**config.mk**
```make
export PLATFORM = sky130hd
export DESIGN_NAME = intc_flat
export DESIGN_NICKNAME = d
export VERILOG_FILES = /design/src/rtl/intc_if.sv /design/src/rtl/intc.sv /design/src/flat_wrapper.sv
export SDC_FILE = /design/constraint.sdc
export NUM_CORES = 1
export LEC_CHECK = 0
export BUFFER_PORTS_ARGS = -buffer_cell sky130_fd_sc_hd__buf_2
export CAP_MARGIN = 0
export CORE_MARGIN = 2
export CORE_UTILIZATION = 45
export CTS_CLUSTER_DIAMETER = 80
export DETAILED_ROUTE_END_ITERATION = 16
export PLACE_DENSITY = 0.91
export SLEW_MARGIN = 10
export SYNTH_ARGS = -nofsm -noshare
export SYNTH_HDL_FRONTEND = slang
export SYNTH_SLANG_ARGS = --single-unit
```
**constraint.sdc**
```tcl
create_clock -name clk -period 1.44 [get_ports clk]
set_clock_uncertainty 0.15 [all_clocks]
set_input_delay 0.072 -clock clk [delete_from_list [all_inputs] [get_ports clk]]
set_output_delay 0.072 -clock clk [all_outputs]
set_load 0.01 [all_outputs]
```
**src/rtl/intc_if.sv**
```systemverilog
// Signal bundle between the interrupt controller and the core/peripherals.
interface intc_if;
  logic [3:0]  irq_src;
  logic        en_we;
  logic [3:0]  en_wdata;
  logic [31:0] pc_in;
  logic        irq_ack;
  logic        mret;
  logic        irq_req;
  logic [1:0]  irq_id;
  logic [31:0] irq_vector;
  logic [31:0] epc;
  logic [3:0]  pending;
  logic [3:0]  enable;
  logic        in_service;

  modport slave (
    input  irq_src, en_we, en_wdata, pc_in, irq_ack, mret,
    output irq_req, irq_id, irq_vector, epc, pending, enable, in_service
  );

  modport master (
    output irq_src, en_we, en_wdata, pc_in, irq_ack, mret,
    input  irq_req, irq_id, irq_vector, epc, pending, enable, in_service
  );
endinterface

```
**src/rtl/intc.sv**
```systemverilog
// Four-source fixed-priority interrupt controller with a single request/service slot.
// Define INTC_LEVEL_EN for level-sensitive sources; default build latches rising edges.
module intc #(
  parameter logic [31:0] VECTOR_BASE   = 32'h0000_0100,
  parameter logic [31:0] VECTOR_STRIDE = 32'h0000_0010
) (
  input logic   clk,
  input logic   reset,
  intc_if.slave bus
);

  typedef enum logic [1:0] {IDLE, REQ, SERVICE} state_t;

  state_t      state_q, state_d;
  logic [3:0]  src_q;
  logic [3:0]  pending_q;
  logic [3:0]  enable_q;
  logic [3:0]  req_vec;
  logic [1:0]  id_q, id_d, hi_pri;
  logic [31:0] epc_q, epc_d;

  always_ff @(posedge clk) begin
    if (reset) begin
      src_q    <= 4'b0000;
      enable_q <= 4'b0000;
    end else begin
      src_q <= bus.irq_src;
      if (bus.en_we) enable_q <= bus.en_wdata;
    end
  end

`ifdef INTC_LEVEL_EN
  assign pending_q = src_q;
`else
  logic [3:0] prev_q, rise, clr, pending_d;

  // A new edge in the same cycle as the ack clear keeps the bit set.
  assign rise      = src_q & ~prev_q;
  assign clr       = (state_q == REQ && bus.irq_ack) ? (4'b0001 << id_q) : 4'b0000;
  assign pending_d = (pending_q & ~clr) | rise;

  always_ff @(posedge clk) begin
    if (reset) begin
      prev_q    <= 4'b0000;
      pending_q <= 4'b0000;
    end else begin
      prev_q    <= src_q;
      pending_q <= pending_d;
    end
  end
`endif

  assign req_vec = pending_q & enable_q;

  always_comb begin
    hi_pri = 2'd0;
    for (int i = 3; i >= 0; i--) begin
      if (req_vec[i]) hi_pri = 2'(i);
    end
  end

  always_comb begin
    state_d = state_q;
    id_d    = id_q;
    epc_d   = epc_q;
    unique case (state_q)
      IDLE: begin
        if (|req_vec) begin
          state_d = REQ;
          id_d    = hi_pri;
        end
      end
      REQ: begin
        if (bus.irq_ack) begin
          state_d = SERVICE;
          epc_d   = bus.pc_in;
        end else if (!enable_q[id_q]) begin
          state_d = IDLE;
        end
      end
      SERVICE: begin
        if (bus.mret) state_d = IDLE;
      end
      default: state_d = IDLE;
    endcase
  end

  always_ff @(posedge clk) begin
    if (reset) begin
      state_q <= IDLE;
      id_q    <= 2'd0;
      epc_q   <= 32'h0;
    end else begin
      state_q <= state_d;
      id_q    <= id_d;
      epc_q   <= epc_d;
    end
  end

  assign bus.irq_req    = (state_q == REQ);
  assign bus.in_service = (state_q == SERVICE);
  assign bus.irq_id     = id_q;
  assign bus.irq_vector = VECTOR_BASE + 32'(id_q) * VECTOR_STRIDE;
  assign bus.epc        = epc_q;
  assign bus.pending    = pending_q;
  assign bus.enable     = enable_q;

endmodule

```
**src/flat_wrapper.sv**
```systemverilog
// flat-port wrapper written by rule: the top's interface ports become plain ports
module intc_flat 
#(
  parameter logic [31:0] VECTOR_BASE   = 32'h0000_0100,
  parameter logic [31:0] VECTOR_STRIDE = 32'h0000_0010
)
  (clk, reset, bus_irq_src, bus_en_we, bus_en_wdata, bus_pc_in, bus_irq_ack, bus_mret, bus_irq_req, bus_irq_id, bus_irq_vector, bus_epc, bus_pending, bus_enable, bus_in_service);
  intc_if bus_i ();
  input logic clk;
  input logic reset;
  input wire logic [$bits(bus_i.irq_src)-1:0] bus_irq_src;
  input wire logic [$bits(bus_i.en_we)-1:0] bus_en_we;
  input wire logic [$bits(bus_i.en_wdata)-1:0] bus_en_wdata;
  input wire logic [$bits(bus_i.pc_in)-1:0] bus_pc_in;
  input wire logic [$bits(bus_i.irq_ack)-1:0] bus_irq_ack;
  input wire logic [$bits(bus_i.mret)-1:0] bus_mret;
  output wire logic [$bits(bus_i.irq_req)-1:0] bus_irq_req;
  output wire logic [$bits(bus_i.irq_id)-1:0] bus_irq_id;
  output wire logic [$bits(bus_i.irq_vector)-1:0] bus_irq_vector;
  output wire logic [$bits(bus_i.epc)-1:0] bus_epc;
  output wire logic [$bits(bus_i.pending)-1:0] bus_pending;
  output wire logic [$bits(bus_i.enable)-1:0] bus_enable;
  output wire logic [$bits(bus_i.in_service)-1:0] bus_in_service;
  assign bus_i.irq_src = bus_irq_src;
  assign bus_i.en_we = bus_en_we;
  assign bus_i.en_wdata = bus_en_wdata;
  assign bus_i.pc_in = bus_pc_in;
  assign bus_i.irq_ack = bus_irq_ack;
  assign bus_i.mret = bus_mret;
  assign bus_irq_req = bus_i.irq_req;
  assign bus_irq_id = bus_i.irq_id;
  assign bus_irq_vector = bus_i.irq_vector;
  assign bus_epc = bus_i.epc;
  assign bus_pending = bus_i.pending;
  assign bus_enable = bus_i.enable;
  assign bus_in_service = bus_i.in_service;
  intc #(.VECTOR_BASE(VECTOR_BASE), .VECTOR_STRIDE(VECTOR_STRIDE)) u_core (.clk(clk), .reset(reset), .bus(bus_i));
endmodule
```
Word level (Yosys, flattened, before mapping)
Index checks and enable logic that the tools add are counted.

operators by class
  eq/ne operators = 5
  magnitude comparators = 1
  shifts and indexed selects = 1
  multiplexer cells = 12
  $add $sub $neg = 1
  divide/modulo/power cells = 0
  $mul = 0
  bitwise logic cells = 6
  reductions and logical operators = 6

operators by type and width
  kind                                                                           count
  2-bit two-way mux                                                              8
  4-bit bitwise AND                                                              3
  9-bit by 6-bit adder with 10-bit output (first input constant)                 1
  4-bit NOT                                                                      2
  2-bit case mux with 3 select lines                                             1
  4-bit two-way mux                                                              1
  4-bit bitwise OR                                                               1
  2-bit AND reduction                                                            2
  4-bit OR reduction                                                             1
  1-bit by 2-bit << shifter with 4-bit output (first input constant)             1
  2-bit by 3-bit less-than comparator with 1-bit output (second input constant)  1
  3-bit inequality test (second input constant)                                  1
  3-bit AND reduction                                                            1
  1-bit binary-select mux with 2-bit select                                      1
  2-bit by 1-bit equality test with 1-bit output (second input constant)         1
  2-bit equality test (second input constant)                                    1
  2-bit logical NOT                                                              1
  2-bit by 1-bit inequality test with 1-bit output (second input constant)       1
  2-bit inequality test (second input constant)                                  1
  1-bit logical AND                                                              1
  1-bit two-way mux                                                              1

word-level totals
  memory bits (read-only) = 0
  register bits after elaboration = 52
  memories kept = 0
  logic and storage cells = 39
  RAM bits = 0
  bits in latches = 0
  input port bits = 45

Longest topological paths before layout
  depth in word-level cells = 6
  depth in mapped cells = 5
  gate-level depth less buffers = 4

Worst setup path before layout
No wires, ideal clock.

  path kind = register to register
  from = reg u_core.id_q[0] (netlist: u_core.bus.irq_id[0])
  to = reg u_core.state_q[0]
  data required time = 1162 ps
  slack = 31 ps
  arrival = 1131 ps
  cell stages (with the launch flop) = 4
  path buffers = 0
  setup time = 128 ps
  cell sequence = dfxtp_1 mux4_2 nand3_1 o21ai_1

between the ends
  cells in the longest elaborated chain, start to end = 4

RTL lines
  element                                    RTL line    text
  start, declared                            intc.sv:19  logic [1:0] id_q, id_d, hi_pri;
  start signal, assigned                     intc.sv:95  id_q <= id_d;
  1-bit binary-select mux with 2-bit select  intc.sv:77  end else if (!enable_q[id_q]) begin
  1-bit two-way mux (implied by the code)    intc.sv:77
  3-bit inequality test (no source line)     n/a
  3-bit AND reduction (no source line)       n/a
  end signal, assigned                       intc.sv:94  state_q <= state_d;
  end, declared                              intc.sv:14  state_t state_q, state_d;

Every way passes these cells. The select of a mux whose other input is x is not followed.
A chain may end at the register's enable or synchronous reset.

==> reports/qor.txt <==
Share of layout cells above drive strength 1: 39.3%
GRT Util Overall: 20.8%
Clk slew on worst S/H paths: 0.09 ns
Worst hold path class: in2reg
Ys Warns: 0
Final Hold Vio Count: 0
Synthesis-to-finish area growth: 42.5%
Leakage: 1.44 nW
Crit path buffers/inverters: 3
Final Max Tran Viols: 0
Flop pwr share: 46.6%
Buffer count from post-CTS setup fixing: 0
Core ar.: 4790 um2
Worst setup EP type: register
Antenna violations before repair: 0
Reg-to-Reg Start: u_core.bus.enable[3]
Initial Utilization: 47.6%
Switching Share: 21.4%
# rows: 25
DRC: 0
Grt ovf: 0
Pwr Density: 1000 nW/um2
P_sw: 0.000698 W
Die Area: 5640 um2
Clock root buffer: clkbuf_8
Fmax: 0.701 GHz
CTS H-tree lvls: 2
CTS Sinks: 52
Clk buf depth: 2
Max-Cap Viols: 0
CP Launch Type: primary input
Chip Height: 75.1 um
Vias post-DR: 2,076
Clock period minus final worst setup slack: 1.43 ns
Delay-heaviest family, CP: buffers and inverters
Chip width: 75.1 um
Final HPWL DP: 3520 um
Commonest non-fill, non-tap cell in the layout: buf_2
Fin Setup TNS: 0 ns
Largest net degree at the start of global routing: 26
Pre-CTS setup slack: 0.0937 ns
Synth top area share: 45.7%
Worst VDD drop: 772 uV
Worst skew pair latency: 0.30 ns
CP max stage cell: dlygate4sd3_1
DRT Wirelength: 5950 um
Vias in the first global route: 1,940
Combinational share of power: 12.5%
Synthesized area: 2280 um2
IO Port Bufs: 90
Most used cell, CP: dlygate4sd3_1
WS Path Type: in2reg
First-pass DRT Iterations: 4
Setup ws final: 0.0125 ns
Total Nets Final: 423
TritonCTS clock tree: done
Post-Synthesis Cells: 247
Worst EP required: 1.49 ns
Internal cell power: 0.00256 W
First-pass GRT wire length: 8870 um
Wire per inst: 13.3 um
DRC violation total after the first TritonRoute iteration: 68
Most frequent cells in the layout: buf_2 (89), nand2_1 (58), dfxtp_1 (50)
Largest fanout on the critical path: 1
Post-synthesis cell type count: 30
Final ANT Viol Nets: 0
Clk pwr share: 40.8%
Crit path from: bus_en_wdata[3]
# diodes: 0
Sequential area share after synthesis: 45.7%
Min-delay src: bus_en_we
Synth Register Bits: 52
Setup Viol. Count Final: 0
Ranking of synthesized cells by area: dfxtp_1 (46%), buf_4 (12%), a21oi_2 (10%)
Largest stage delay, worst path: 0.58 ns
Crit-path cells: dlygate4sd3_1 -> buf_2 -> mux2i_1 -> dlygate4sd3_1 -> nor2_1
Vias/cell: 4.65
Unrepaired setup endpoints after global routing: yes
Mean Syn Cell Area: 9.21 um2
Ports: 121
Crit path DAT: 1.47 ns
Total CTS buffers: 5
Synth area leader: dfxtp_1
Tcrit/Tclk final: 99.1%
Routability Congestion: 0.845
Status: finished, final reports clean
## power by group through the flow
stage          clock, W  combinational (W)  sequential (W)
6_report        0.00133           0.000408         0.00152
3_3_place_gp          0           0.000290         0.00155
5_1_grt         0.00142           0.000445         0.00153
2_1_floorplan         0           0.000234         0.00156
3_5_place_dp          0           0.000298         0.00155
4_1_cts         0.00137           0.000399         0.00152
## cell type report
class / count / area, um2
fill: 382 / 1540
sequential: 52 / 1040
multi-input combinational: 175 / 982
timing repair buffer: 142 / 967
clock inverter: 3 / 90.1
tap: 67 / 83.8
clock buffer: 5 / 68.8
inverter: 2 / 7.51
## registers in the layout, summed over array words and instances, names as in the netlist
| register | cells |
|---|---|
| u_core.bus.irq_id | 2 |
| u_core.bus.enable | 4 |
| u_core.prev_q | 4 |
| u_core.src_q | 4 |
| u_core.bus.epc | 32 |
| u_core.state_q | 2 |
| u_core.bus.pending | 4 |
## logic make-up after synthesis
| family | Yosys count | synth area share [%] |
|---|---|---|
| compound gates | 50 | 17.4 |
| simple gates | 90 | 18.1 |
| flops | 52 | 45.7 |
| buf+inv | 48 | 15.7 |
| mux | 5 | 2.75 |
| other cells | 2 | 0.330 |
## per-stage QoR
step	cells	total power, W	hold WS [ns]	cell area [um2]	util [%]
2_1_floorplan	275	0.00179	0.0489	2380	-
3_3_place_gp	393	0.00184	0.130	2620	54.7
3_5_place_dp	393	0.00185	0.135	2620	54.7
4_1_cts	448	0.00328	0.314	3250	67.8
5_1_grt	446	0.00339	0.00687	3240	67.8
6_report	446	0.00326	0.0000206	3240	67.8
## cells in the mapped netlist
cell type and n:
a32oi_1 1, buf_1 1, nor2b_1 9, nand3_1 1
o21ai_1 1, dfxtp_1 52, nor2_1 6, a2111oi_2 1
and3b_1 1, nand2_2 9, nor2b_4 1, mux2i_1 4
buf_4 35, nand2_1 58, a22o_1 2, buf_6 2
mux4_2 1, buf_2 3, nand2b_1 5, conb_1 2
clkbuf_1 3, o31ai_1 2, buf_8 1, a21oi_1 11
inv_1 2, a211oi_1 1, buf_12 1, a31o_1 1
a21oi_2 27, o21ai_2 3
## final timing paths
kind	to	slack, ns	cells past startpoint
hold / removal	u_core.bus.enable[2]	0.00002	3
hold reg to reg	u_core.bus.epc[15]	0.31	2
setup / recovery	u_core.bus.enable[3]	0.01	5
setup reg to reg	u_core.bus.enable[3]	0.07	3
## per-layer routing
| metal | share of wire, % | track usage [%] |
|---|---|---|
| met1 | 38 | 22.5 |
| met2 | 55 | 41.1 |
| met3 | 6.2 | 4.82 |
| met4 | 0.52 | 3.57 |
| met5 | 0 | 0 |
## repair_timing
| action | CTS | global route |
|---|---|---|
| endpoints found under the setup margin | 0 | 20 |
| hold endpoints to repair | 43 | 0 |
| gates resized for setup | 0 | 6 |
| hold buffers | 47 | 0 |
## worst reg2reg max path, cell delays in order (launching register included)
cell	delay, ns
dfxtp_1	0.41
mux2i_1	0.09
dlygate4sd3_1	0.58
nor2_1	0.09
Power figures use the tool's default switching activity.
